[config.mk]
export PLATFORM = sky130hd
export DESIGN_NAME = kernel_window_writer
export DESIGN_NICKNAME = d
export VERILOG_FILES = /design/src/rtl/kernel_pkg.sv /design/src/rtl/kernel_tap121.sv /design/src/rtl/kernel_window_writer.sv
export SDC_FILE = /design/constraint.sdc
export NUM_CORES = 1
export LEC_CHECK = 0
export ABC_AREA = 1
export CAP_MARGIN = 25
export CORE_ASPECT_RATIO = 1.2
export CORE_MARGIN = 2
export CORE_UTILIZATION = 52
export DETAILED_ROUTE_END_ITERATION = 16
export PLACE_DENSITY = 0.79
export SYNTH_ARGS = -nofsm -noshare
export SYNTH_HDL_FRONTEND = slang
export SYNTH_SLANG_ARGS = --single-unit
export TNS_END_PERCENT = 50
[constraint.sdc]
create_clock -name clk -period 2.45 [get_ports clk]
set_input_delay 0.3675 -clock clk [delete_from_list [all_inputs] [get_ports clk]]
set_output_delay 0.3675 -clock clk [all_outputs]
set_load 0.1 [all_outputs]
[src/rtl/kernel_pkg.sv]
// Shared definitions for the kernel window writer family.
//   KP_ADDR_W / KP_DATA_W : default coordinate and sample widths (8x8 tile, 8-bit pixels)
//   MAX_COORD             : highest legal coordinate, used as the right-edge clamp limit
//   kw_state_e            : sequencing states of the window writer
package kernel_pkg;

    localparam int KP_ADDR_W = 3;
    localparam int KP_DATA_W = 8;

    localparam logic [KP_ADDR_W-1:0] MAX_COORD = {KP_ADDR_W{1'b1}};

    typedef enum logic [2:0] {
        ST_IDLE = 3'd0,
        ST_RD_L = 3'd1,
        ST_RD_C = 3'd2,
        ST_RD_R = 3'd3,
        ST_CAPT = 3'd4,
        ST_OUT  = 3'd5
    } kw_state_e;

endpackage

[src/rtl/kernel_tap121.sv]
// Combinational [1,2,1] smoothing tap with round-half-up.
//   tap_l, tap_c, tap_r : left, centre, right samples (DATA_W bits)
//   tap_y               : floor((l + 2c + r + 2) / 4), always fits DATA_W bits
// The sum is carried in DATA_W+2 bits so the worst case (all ones) cannot overflow.
module kernel_tap121
    import kernel_pkg::*;
#(
    parameter int DATA_W = KP_DATA_W
) (
    input  logic [DATA_W-1:0] tap_l,
    input  logic [DATA_W-1:0] tap_c,
    input  logic [DATA_W-1:0] tap_r,
    output logic [DATA_W-1:0] tap_y
);

    logic [DATA_W+1:0] sum_s;

    // Weighted sum with rounding constant, then divide by four.
    always_comb begin
        sum_s = {2'b00, tap_l}
              + {1'b0, tap_c, 1'b0}
              + {2'b00, tap_r}
              + {{DATA_W{1'b0}}, 2'b10};
        tap_y = DATA_W'(sum_s >> 2'd2);
    end

endmodule

[src/rtl/kernel_window_writer.sv]
// Fetches the left/centre/right neighbours of one centre pixel through a
// single-port, 1-cycle-latency memory and emits the [1,2,1]-smoothed sample
// tagged with the centre address.
//   clk, rst                          : clock, synchronous active-high reset
//   in_valid/in_ready/in_width/in_depth : centre address handshake
//   rd_en/rd_width/rd_depth/rd_data    : image memory read port (data 1 cycle after rd_en)
//   out_valid/out_ready/out_width/out_depth/out_data : result handshake
// Neighbour widths are clamped at the tile edges (replicate, never wrap);
// the depth coordinate passes through untouched. All outputs are registered.
module kernel_window_writer
    import kernel_pkg::*;
#(
    parameter int ADDR_W = KP_ADDR_W,
    parameter int DATA_W = KP_DATA_W
) (
    input  logic              clk,
    input  logic              rst,
    input  logic              in_valid,
    output logic              in_ready,
    input  logic [ADDR_W-1:0] in_width,
    input  logic [ADDR_W-1:0] in_depth,
    output logic              rd_en,
    output logic [ADDR_W-1:0] rd_width,
    output logic [ADDR_W-1:0] rd_depth,
    input  logic [DATA_W-1:0] rd_data,
    output logic              out_valid,
    input  logic              out_ready,
    output logic [ADDR_W-1:0] out_width,
    output logic [ADDR_W-1:0] out_depth,
    output logic [DATA_W-1:0] out_data
);

    localparam logic [ADDR_W-1:0] COORD_ZERO = {ADDR_W{1'b0}};
    localparam logic [ADDR_W-1:0] COORD_ONE  = {{(ADDR_W-1){1'b0}}, 1'b1};
    localparam logic [ADDR_W-1:0] EDGE_HI    = {ADDR_W{1'b1}};

    kw_state_e         state_r;
    kw_state_e         next_state_s;
    logic [ADDR_W-1:0] w_r;
    logic [ADDR_W-1:0] d_r;
    logic [DATA_W-1:0] l_r;
    logic [DATA_W-1:0] c_r;
    logic              in_ready_r;
    logic              rd_en_r;
    logic [ADDR_W-1:0] rd_width_r;
    logic [ADDR_W-1:0] rd_depth_r;
    logic              out_valid_r;
    logic [ADDR_W-1:0] out_width_r;
    logic [ADDR_W-1:0] out_depth_r;
    logic [DATA_W-1:0] out_data_r;

    logic [ADDR_W-1:0] w_sel_s;
    logic [ADDR_W-1:0] d_sel_s;
    logic [ADDR_W-1:0] lw_s;
    logic [ADDR_W-1:0] rw_s;
    logic              rd_en_s;
    logic [ADDR_W-1:0] rd_width_s;
    logic [ADDR_W-1:0] rd_depth_s;
    logic [DATA_W-1:0] tap_y_s;

    kernel_tap121 #(.DATA_W(DATA_W)) u_tap (
        .tap_l (l_r),
        .tap_c (c_r),
        .tap_r (rd_data),
        .tap_y (tap_y_s)
    );

    // Next-state sequencing: one pass through the three reads per accepted centre.
    always_comb begin
        next_state_s = state_r;
        case (state_r)
            ST_IDLE: begin
                if (in_valid) begin
                    next_state_s = ST_RD_L;
                end else begin
                    next_state_s = ST_IDLE;
                end
            end
            ST_RD_L: next_state_s = ST_RD_C;
            ST_RD_C: next_state_s = ST_RD_R;
            ST_RD_R: next_state_s = ST_CAPT;
            ST_CAPT: next_state_s = ST_OUT;
            ST_OUT: begin
                if (out_ready) begin
                    next_state_s = ST_IDLE;
                end else begin
                    next_state_s = ST_OUT;
                end
            end
            default: next_state_s = ST_IDLE;
        endcase
    end

    // Read address for the coming cycle. The left read is issued straight out of
    // IDLE, before the centre is latched, so the live input is used there.
    always_comb begin
        w_sel_s    = (state_r == ST_IDLE) ? in_width : w_r;
        d_sel_s    = (state_r == ST_IDLE) ? in_depth : d_r;
        lw_s       = (w_sel_s == COORD_ZERO) ? w_sel_s : (w_sel_s - COORD_ONE);
        rw_s       = (w_sel_s == EDGE_HI)    ? w_sel_s : (w_sel_s + COORD_ONE);
        rd_en_s    = 1'b0;
        rd_width_s = COORD_ZERO;
        rd_depth_s = COORD_ZERO;
        case (next_state_s)
            ST_RD_L: begin
                rd_en_s    = 1'b1;
                rd_width_s = lw_s;
                rd_depth_s = d_sel_s;
            end
            ST_RD_C: begin
                rd_en_s    = 1'b1;
                rd_width_s = w_sel_s;
                rd_depth_s = d_sel_s;
            end
            ST_RD_R: begin
                rd_en_s    = 1'b1;
                rd_width_s = rw_s;
                rd_depth_s = d_sel_s;
            end
            default: begin
                rd_en_s    = 1'b0;
                rd_width_s = COORD_ZERO;
                rd_depth_s = COORD_ZERO;
            end
        endcase
    end

    // State, sample capture and registered outputs.
    always_ff @(posedge clk) begin
        if (rst) begin
            state_r     <= ST_IDLE;
            w_r         <= COORD_ZERO;
            d_r         <= COORD_ZERO;
            l_r         <= {DATA_W{1'b0}};
            c_r         <= {DATA_W{1'b0}};
            in_ready_r  <= 1'b1;
            rd_en_r     <= 1'b0;
            rd_width_r  <= COORD_ZERO;
            rd_depth_r  <= COORD_ZERO;
            out_valid_r <= 1'b0;
            out_width_r <= COORD_ZERO;
            out_depth_r <= COORD_ZERO;
            out_data_r  <= {DATA_W{1'b0}};
        end else begin
            state_r     <= next_state_s;
            in_ready_r  <= (next_state_s == ST_IDLE);
            rd_en_r     <= rd_en_s;
            rd_width_r  <= rd_width_s;
            rd_depth_r  <= rd_depth_s;
            out_valid_r <= (next_state_s == ST_OUT);
            if ((state_r == ST_IDLE) && in_valid) begin
                w_r <= in_width;
                d_r <= in_depth;
            end
            // rd_data in RD_C answers the left read, in RD_R the centre read;
            // the right sample is consumed directly in CAPT.
            if (state_r == ST_RD_C) begin
                l_r <= rd_data;
            end
            if (state_r == ST_RD_R) begin
                c_r <= rd_data;
            end
            if (state_r == ST_CAPT) begin
                out_data_r  <= tap_y_s;
                out_width_r <= w_r;
                out_depth_r <= d_r;
            end
        end
    end

    assign in_ready  = in_ready_r;
    assign rd_en     = rd_en_r;
    assign rd_width  = rd_width_r;
    assign rd_depth  = rd_depth_r;
    assign out_valid = out_valid_r;
    assign out_width = out_width_r;
    assign out_depth = out_depth_r;
    assign out_data  = out_data_r;

endmodule

== Word-level counts from Yosys, hierarchy flattened ==
Index checks and enable logic that the tools add are counted.
Storage, ports and cells
  logic and storage cells: 44
  output and inout bits: 23
  input port bits: 18
  register bits: 48
Cells by class
  bitwise logic cells: 1
  equal/unequal tests: 10
  $add $sub $neg: 5
  reductions and logical operators: 6
  muxes and demuxes: 9
Operators with widths (number)
  3-bit case mux with 6 select lines: 1
  3-bit 2-to-1 mux: 5
  3-bit by 2-bit equality test with 1-bit output (second input constant): 4
  3-bit equality test (second input constant): 4
  10-bit by 2-bit adder with 10-bit output (second input constant): 1
  10-bit by 8-bit adder with 10-bit output: 1
  8-bit by 9-bit adder with 10-bit output: 1
  3-bit logical NOT: 3
  3-bit case mux with 3 select lines: 1
  3-bit by 1-bit equality test with 1-bit output (second input constant): 2
  3-bit by 1-bit adder with 3-bit output (second input constant): 1
  3-bit OR reduction: 1
  3-bit by 1-bit subtractor with 3-bit output (second input constant): 1
  1-bit 2-to-1 mux: 2
  2-bit OR reduction: 1
  1-bit logical AND: 1
  1-bit inverter: 1

== Logic depth before layout (Yosys ltp) ==
Gate-level depths: netlist (run 1).
  word-level depth: 6
  gate-level depth with buffers: 14
  mapped depth without buffers: 14

== By module ==
A second synthesis (run 1) with hierarchy kept.
Unflattened totals
  cell total of the unflattened synthesis: 341
  area, all modules: 2459.9 um2
By module, submodules not included
  kernel_window_writer: area each 1898.1 um2, times used 1, cells each 250, sequential area each 960.9 um2
  kernel_tap121: area each 561.8 um2, times used 1, cells each 91, sequential area each 0.0 um2

== Worst setup path after synthesis (run 1) ==
Ideal clock, no wire load.
  kind: in2reg
  start: input rd_data[4]
  end: register out_data_r[5] (netlist: out_data[5])
  path buffers: 0
  setup time: 0.109 ns
  cell stages on the path: 9
  arrival: 1.771 ns
  setup slack: 0.570 ns
  cell sequence: fa_1 > ha_1 > a21oi_1 > o21a_1 > nand2_1 > nand2_1 > nand3_1 > nand2_1 > inv_1
Between the ends
  word-level cells in the longest chain between the ends: 2
RTL lines
  from (decl): line kernel_window_writer.sv:25  | input logic [DATA_W-1:0] rd_data,
  10-bit by 8-bit adder with 10-bit output: line kernel_tap121.sv:22  | + {2'b00, tap_r}
  10-bit by 2-bit adder with 10-bit output: line kernel_tap121.sv:23  | + {{DATA_W{1'b0}}, 2'b10};
  to (signal assigned): line kernel_window_writer.sv:143  | out_data_r <= {DATA_W{1'b0}};
  to (signal assigned): line kernel_window_writer.sv:164  | out_data_r <= tap_y_s;
  to (decl): line kernel_window_writer.sv:50  | logic [DATA_W-1:0] out_data_r;
Every way passes these cells.
A chain may end at the register's enable or synchronous reset.

== Worst setup path after layout (run 1) ==
  start: input rd_data[3]
  end: register out_data_r[6] (netlist: out_data[6])
The elaborated chain is that of the path after synthesis.

==> results.cfg, run 1 <==
[sta]
fin_crit_ns = 2.12
setup_viol = 0
rsz0062_at_grt = no
hold_viol = 0
clock_skew_ns = 0.00821
period_share = 0.867
tns_ns = 0
max_slew.worst_pin.slew_ns = 0.487
drv_slew = 0
relSlewSlack = 0.674
fmax_ghz = 0.471

[cts]
clock_sinks = 48
post-cts-setup-buffer-count = 0
clockBufferDepth = 2
cts_made_buffers = 5
insertion_delay_ns = 0.30
cts_tree = yes
path_clk_slew_ns = 0.09
holdBufCountCts = 0
ctsResizeCount = 0
cts-root-buf = clkbuf_8
htreeDepth = 2

[cells_and_area]
drive_above_1_share = 0.157
ff_latch_area_um2 = 961
final_cell_mix = 55 x nand2_1, 54 x nor2_1, 48 x dfxtp_1
fin_util = 0.656
nNetsFinal = 405
diodes = 0
area_growth_pct = 23.4
final_common_cell = nand2_1
stdcell_count = 428
fill_cells = 419
postLayoutCellArea_um2 = 2950
multi_input_comb_area_um2 = 1240

[drt]
wire_per_inst_um = 11.9
dr.pass1.iters = 5
drc = 0
route.vias.total = 2151
viasPerCell = 5.03
wl_um = 5070
drtIter0Drc = 107
ant_nets = 0

[floorplanning]
fp-row-count = 27
coreArea_um2 = 4490
start_util = 0.532
die_x_um = 65.9
die_h_um = 78.3
ios = 41
die_area_um2 = 5160

[logic_synthesis]
syn-instance-count = 321
synth_top_family_by_area = simple AND/OR/NAND/NOR gates
synth_compound_area_frac = 0.145
synth.distinct_cells = 32
synth_warnings = 0
synthXorXnorAreaFrac = 0.00733
synth_mux_area_frac = 0
synthAdderAreaFrac = 0.113
synth_seq_cells = 48
yosys.area_share.simple = 0.254
yosysSeqAreaShare = 0.402
synth_area_um2 = 2390
synth_fp_nets = 357
syn_avg_cell_area_um2 = 7.44

[grt]
grt_max_degree = 32
grt_util_all_layers = 0.213
overflow = 0
grt_pass1_wl_um = 8630
grt_pass1_vias = 2024
antenna_found_initial = 0

[power_and_ir_drop]
seqPwrFrac = 0.377
clkPwrFrac = 0.238
p_int_mw = 1.45
ir_worst_vdd_mv = 0.441
p_switching_mw = 0.951
p_sw_frac = 0.397
power_density_nw_per_um2 = 812
pwr-share-comb = 0.385
power_leakage_nw = 1.45

[worst_hold_path]
min_delay_path_depth = 2
min_path_type = reg -> reg
min_delay_worst_endpoint = rd_depth[1]
hold_start = d_r[1]

[setup_path]
crit_fanout = 4
r2r-start = c_r[2]
ff2ff_setup_slack_ns = 0.55
cp.required_ns = 2.65
critPathSlowestCell = fa_1
slowest_delay_ns = 0.49
crit_path_end_kind = register
arrival_ns = 2.32
rr_endpoint = out_data[6]
reg2reg_depth = 8
cp-start-kind = primary input
cp_cell_sequence = clkdlybuf4s50_1 -> fa_1 -> ha_1 -> a21oi_1 -> nand2_1 -> nand2_1 -> a21oi_1 -> nor2_1 -> nor2_1
worst-setup-path-type = in -> reg
critPathBufInv = 1
cpLargestDelayFamily = adder cells

[run_status]
status = complete, no violations

[placed_design]
io_buffers = 40
place_area_um2 = 2840
hpwl_um = 3750
gp_congestion = 0.853
dp.cells = 420

[run]
drv_cap = 0
==> per-layer routing <==
| metal | track usage | routed length, um |
|---|---|---|
| met1 | 0.233 | 2100 |
| met2 | 0.393 | 2650 |
| met3 | 0.0458 | 243 |
| met4 | 0.0792 | 76 |
| met5 | 0 | 0 |
==> tightest hold or removal path: stages, from the launching register on <==
cell,delay [ns]
dfxtp_1,0.32
nand2_1,0.06
a21oi_1,0.05
==> registers in the layout, indices dropped and copies added, names as in the netlist <==
register / cells
c_r: 8
d_r: 3
in_ready: 1
l_r: 8
out_data: 8
out_depth: 3
out_valid: 1
out_width: 3
rd_depth: 3
rd_en: 1
rd_width: 3
state_r: 3
w_r: 3
==> cells in the mapped netlist <==
master / n / area share
nor3_1: 1 / 0.0021
dfxtp_1: 48 / 0.40
o21ai_2: 1 / 0.0037
nor2_4: 1 / 0.0047
ha_1: 12 / 0.063
o21ai_0: 31 / 0.065
a21o_1: 1 / 0.0031
inv_1: 33 / 0.052
xnor2_1: 1 / 0.0037
o211ai_1: 1 / 0.0031
nor2_2: 1 / 0.0026
xor2_1: 1 / 0.0037
o21a_1: 2 / 0.0063
a21oi_2: 1 / 0.0037
nand3_1: 18 / 0.038
nor3_2: 1 / 0.0042
nor4_1: 1 / 0.0026
a21oi_1: 27 / 0.057
buf_2: 4 / 0.0084
or2_2: 1 / 0.0026
inv_4: 1 / 0.0026
nand3b_1: 1 / 0.0031
nor2_8: 1 / 0.0084
a211oi_1: 1 / 0.0031
nand2_1: 55 / 0.086
inv_2: 6 / 0.0094
clkbuf_1: 4 / 0.0063
fa_1: 6 / 0.050
nor2_1: 54 / 0.085
nand4_1: 1 / 0.0026
nand2_2: 3 / 0.0079
nand2_4: 1 / 0.0047
==> kinds of logic (layout without fill, tap and decap cells) <==
logic type	Yosys count	in the layout
AND/OR/NAND/NOR	140	140
AO/OA/AOI/OAI	65	65
flip-flops	48	48
buffers and inverters	48	97
adder cells (fa/ha/maj)	18	18
XOR/XNOR	2	2
==> layout make-up <==
| cell class | instances | share of cell area |
|---|---|---|
| repair buffers | 49 | 0.139 |
| flip-flops and latches | 48 | 0.326 |
| clock buffers | 5 | 0.0233 |
| well taps | 58 | 0.0246 |
| inverters | 40 | 0.0518 |
| clock inverters | 3 | 0.0144 |
| multi-input cells | 225 | 0.421 |
==> power by group through the flow <==
stage | registers, mW | clock network (mW) | logic (mW)
after floorplan | 1.16 | 0 | 0.461
after CTS | 0.903 | 0.584 | 0.924
after detailed placement | 0.921 | 0 | 0.916
final | 0.903 | 0.570 | 0.923
after global routing | 0.912 | 0.614 | 1.02
after global placement | 0.918 | 0 | 0.902
==> through the flow <==
step / hold slack [ns] / worst slack [ns] / total power, mW
CTS: 0.470 / 0.338 / 2.41
floorplan: 0.437 / 0.570 / 1.62
detailed placement: 0.456 / 0.00487 / 1.84
global placement: 0.457 / 0.0468 / 1.82
finish: 0.466 / 0.325 / 2.40
global route: 0.499 / 0.175 / 2.54
==> worst max path at each step <==
stage / depth (start not counted) / from / endpoint
global route: 11 / rd_data[3] / out_data[4]
global placement: 11 / rd_data[3] / out_data[4]
CTS: 11 / rd_data[5] / out_data[6]
detailed placement: 11 / rd_data[5] / out_data[6]
floorplan: 9 / rd_data[4] / out_data[5]
finish: 9 / rd_data[3] / out_data[6]
(Power assumes the default switching activity.)
==> run 2, diff against run 1 <==
--- a/config.mk
+++ b/config.mk
@@ -8,10 +8,11 @@
 export ABC_AREA = 1
 export CAP_MARGIN = 25
 export CORE_ASPECT_RATIO = 1.2
-export CORE_MARGIN = 2
+export CORE_MARGIN = 4
 export CORE_UTILIZATION = 52
 export DETAILED_ROUTE_END_ITERATION = 16
 export PLACE_DENSITY = 0.79
+export SLEW_MARGIN = 0
 export SYNTH_ARGS = -nofsm -noshare
 export SYNTH_HDL_FRONTEND = slang
 export SYNTH_SLANG_ARGS = --single-unit
==> run 2 against run 1 <==
Count of clock-buffer cells in the layout grew 1. Critical path depth increased by 2. Via count hardly changed.
==> results.cfg, run 2 (synthesis results as in run 1) <==
[run_status]
status = complete, no violations

[sta]
setup_viol = 0
fmax_ghz = 0.464
clock_skew_ns = 0.00967
relSlewSlack = 0.675
fin_crit_ns = 2.16
tns_ns = 0
hold_viol = 0
drv_slew = 0
max_slew.worst_pin.slew_ns = 0.484
rsz0062_at_grt = no
period_share = 0.880

[grt]
overflow = 0
use_met1 = 0.209
grt_max_degree = 32
antenna_found_initial = 0
grtUsageMet3 = 0.0484
grt.busiest_layer = met2
grt_pass1_wl_um = 8910
met2_usage = 0.372
grt_util_all_layers = 0.191
grt_pass1_vias = 2047

[setup_path]
critPathSlowestCell = fa_1
critPathBufInv = 2
path_common_cell = nand2_1
r2r-start = l_r[3]
crit_path_end_kind = register
cp.required_ns = 2.66
arrival_ns = 2.36
worst-setup-path-type = in -> reg
cp_cell_sequence = clkdlybuf4s50_1 -> fa_1 -> ha_1 -> a21oi_1 -> nand2_1 -> nand2_1 -> nand2_1 -> nand2_1 -> nand3_1 -> nand2_1 -> inv_1
cpLargestDelayFamily = adder cells
cp-start-kind = primary input
crit_fanout = 4
crit_start = rd_data[3]
slowest_delay_ns = 0.50

[cts]
clockBufferDepth = 2
post-cts-setup-buffer-count = 0
holdBufCountCts = 0
ctsResizeCount = 0
htreeDepth = 2
cts_tree = yes
clock_sinks = 48
cts_made_buffers = 5
path_clk_slew_ns = 0.09
insertion_delay_ns = 0.30
cts-root-buf = clkbuf_8

[cells_and_area]
multi_input_comb_area_um2 = 1240
final_cell_mix = 55 x nand2_1, 54 x nor2_1, 48 x dfxtp_1
area_growth_pct = 24.0
drive_above_1_share = 0.159
final_common_cell = nand2_1
nNetsFinal = 406
ff_latch_area_um2 = 961
fill_cells = 392
fin_util = 0.680
diodes = 0

[placed_design]
hpwl_um = 3890
gp_congestion = 0.789
io_buffers = 40

[floorplanning]
start_util = 0.548
die_h_um = 82.3
coreArea_um2 = 4360
die_area_um2 = 5750
ios = 41
fp-row-count = 26
die_x_um = 69.9

[power_and_ir_drop]
ir_worst_vdd_mv = 0.547
pwr-share-comb = 0.380
p_sw_frac = 0.391
power_leakage_nw = 1.46
p_int_mw = 1.48
p_switching_mw = 0.948
clkPwrFrac = 0.248
seqPwrFrac = 0.372
power_density_nw_per_um2 = 819

[worst_hold_path]
hold_start = d_r[2]
min_path_type = reg -> reg

[drt]
drc = 0
route.vias.total = 2150
viasPerCell = 5.04
wl_um = 5100
ant_nets = 0
wire_per_inst_um = 11.9
drtIter0Drc = 135
dr.pass1.iters = 4

[run]
drv_cap = 0
[run 2: cell types whose count changed in the layout (fill, tap and decap cells not counted), sizes merged]
| cell | previous run | this run |
|---|---|---|
| buf | 32 | 33 |
| clkbuf | 5 | 6 |
| clkinvlp | 1 | 0 |
[run 2: area by class of cell]
type / instances / share of cell area
clock buffers: 6 / 0.0279
inverters: 40 / 0.0515
flip-flops and latches: 48 / 0.324
clock inverters: 2 / 0.0131
multi-input cells: 225 / 0.419
repair buffers: 50 / 0.141
well taps: 56 / 0.0236
[run 2: power groups by stage]
stage	combinational [mW]	clock, mW	sequential [mW]
floorplan	0.461	0	1.16
global placement	0.907	0	0.918
detailed placement	0.923	0	0.923
CTS	0.927	0.615	0.905
global route	1.02	0.651	0.915
finish	0.922	0.602	0.904
[run 2: path summary, 6_finish.rpt]
check / end / slack [ns] / cells past startpoint
max: out_data[4] / 0.29 / 11
min: rd_depth[2] / 0.48 / 2
max reg2reg: out_data[4] / 0.55 / 10
min reg2reg: rd_depth[2] / 0.48 / 2
[run 2: layer usage]
metal / vias to the layer above / share of wire / wire, um
li1: 1126 / - / -
met1: 974 / 0.42 / 2140
met2: 46 / 0.53 / 2680
met3: 4 / 0.051 / 262
met4: 0 / 0.0041 / 21
met5: - / 0 / 0
[run 2: stage by stage]
stage | std cells | power, mW | setup slack [ns] | hold slack, ns | cell area, um2
final | 427 | 2.43 | 0.294 | 0.483 | 2960
after floorplan | 321 | 1.62 | 0.570 | 0.437 | 2390
after global placement | 419 | 1.83 | 0.0330 | 0.458 | 2840
after global routing | 427 | 2.59 | 0.122 | 0.512 | 2960
after detailed placement | 419 | 1.85 | -0.0279 | 0.468 | 2840
after CTS | 427 | 2.45 | 0.292 | 0.482 | 2960
[run 2: worst register-to-register path: cells and delay by family (launching register included)]
family | cells | cell delay [ns]
compound gates | 1 | 0.20
fa+ha+maj | 2 | 0.78
buf+inv | 1 | 0.03
flops | 1 | 0.36
simple gates | 6 | 0.45
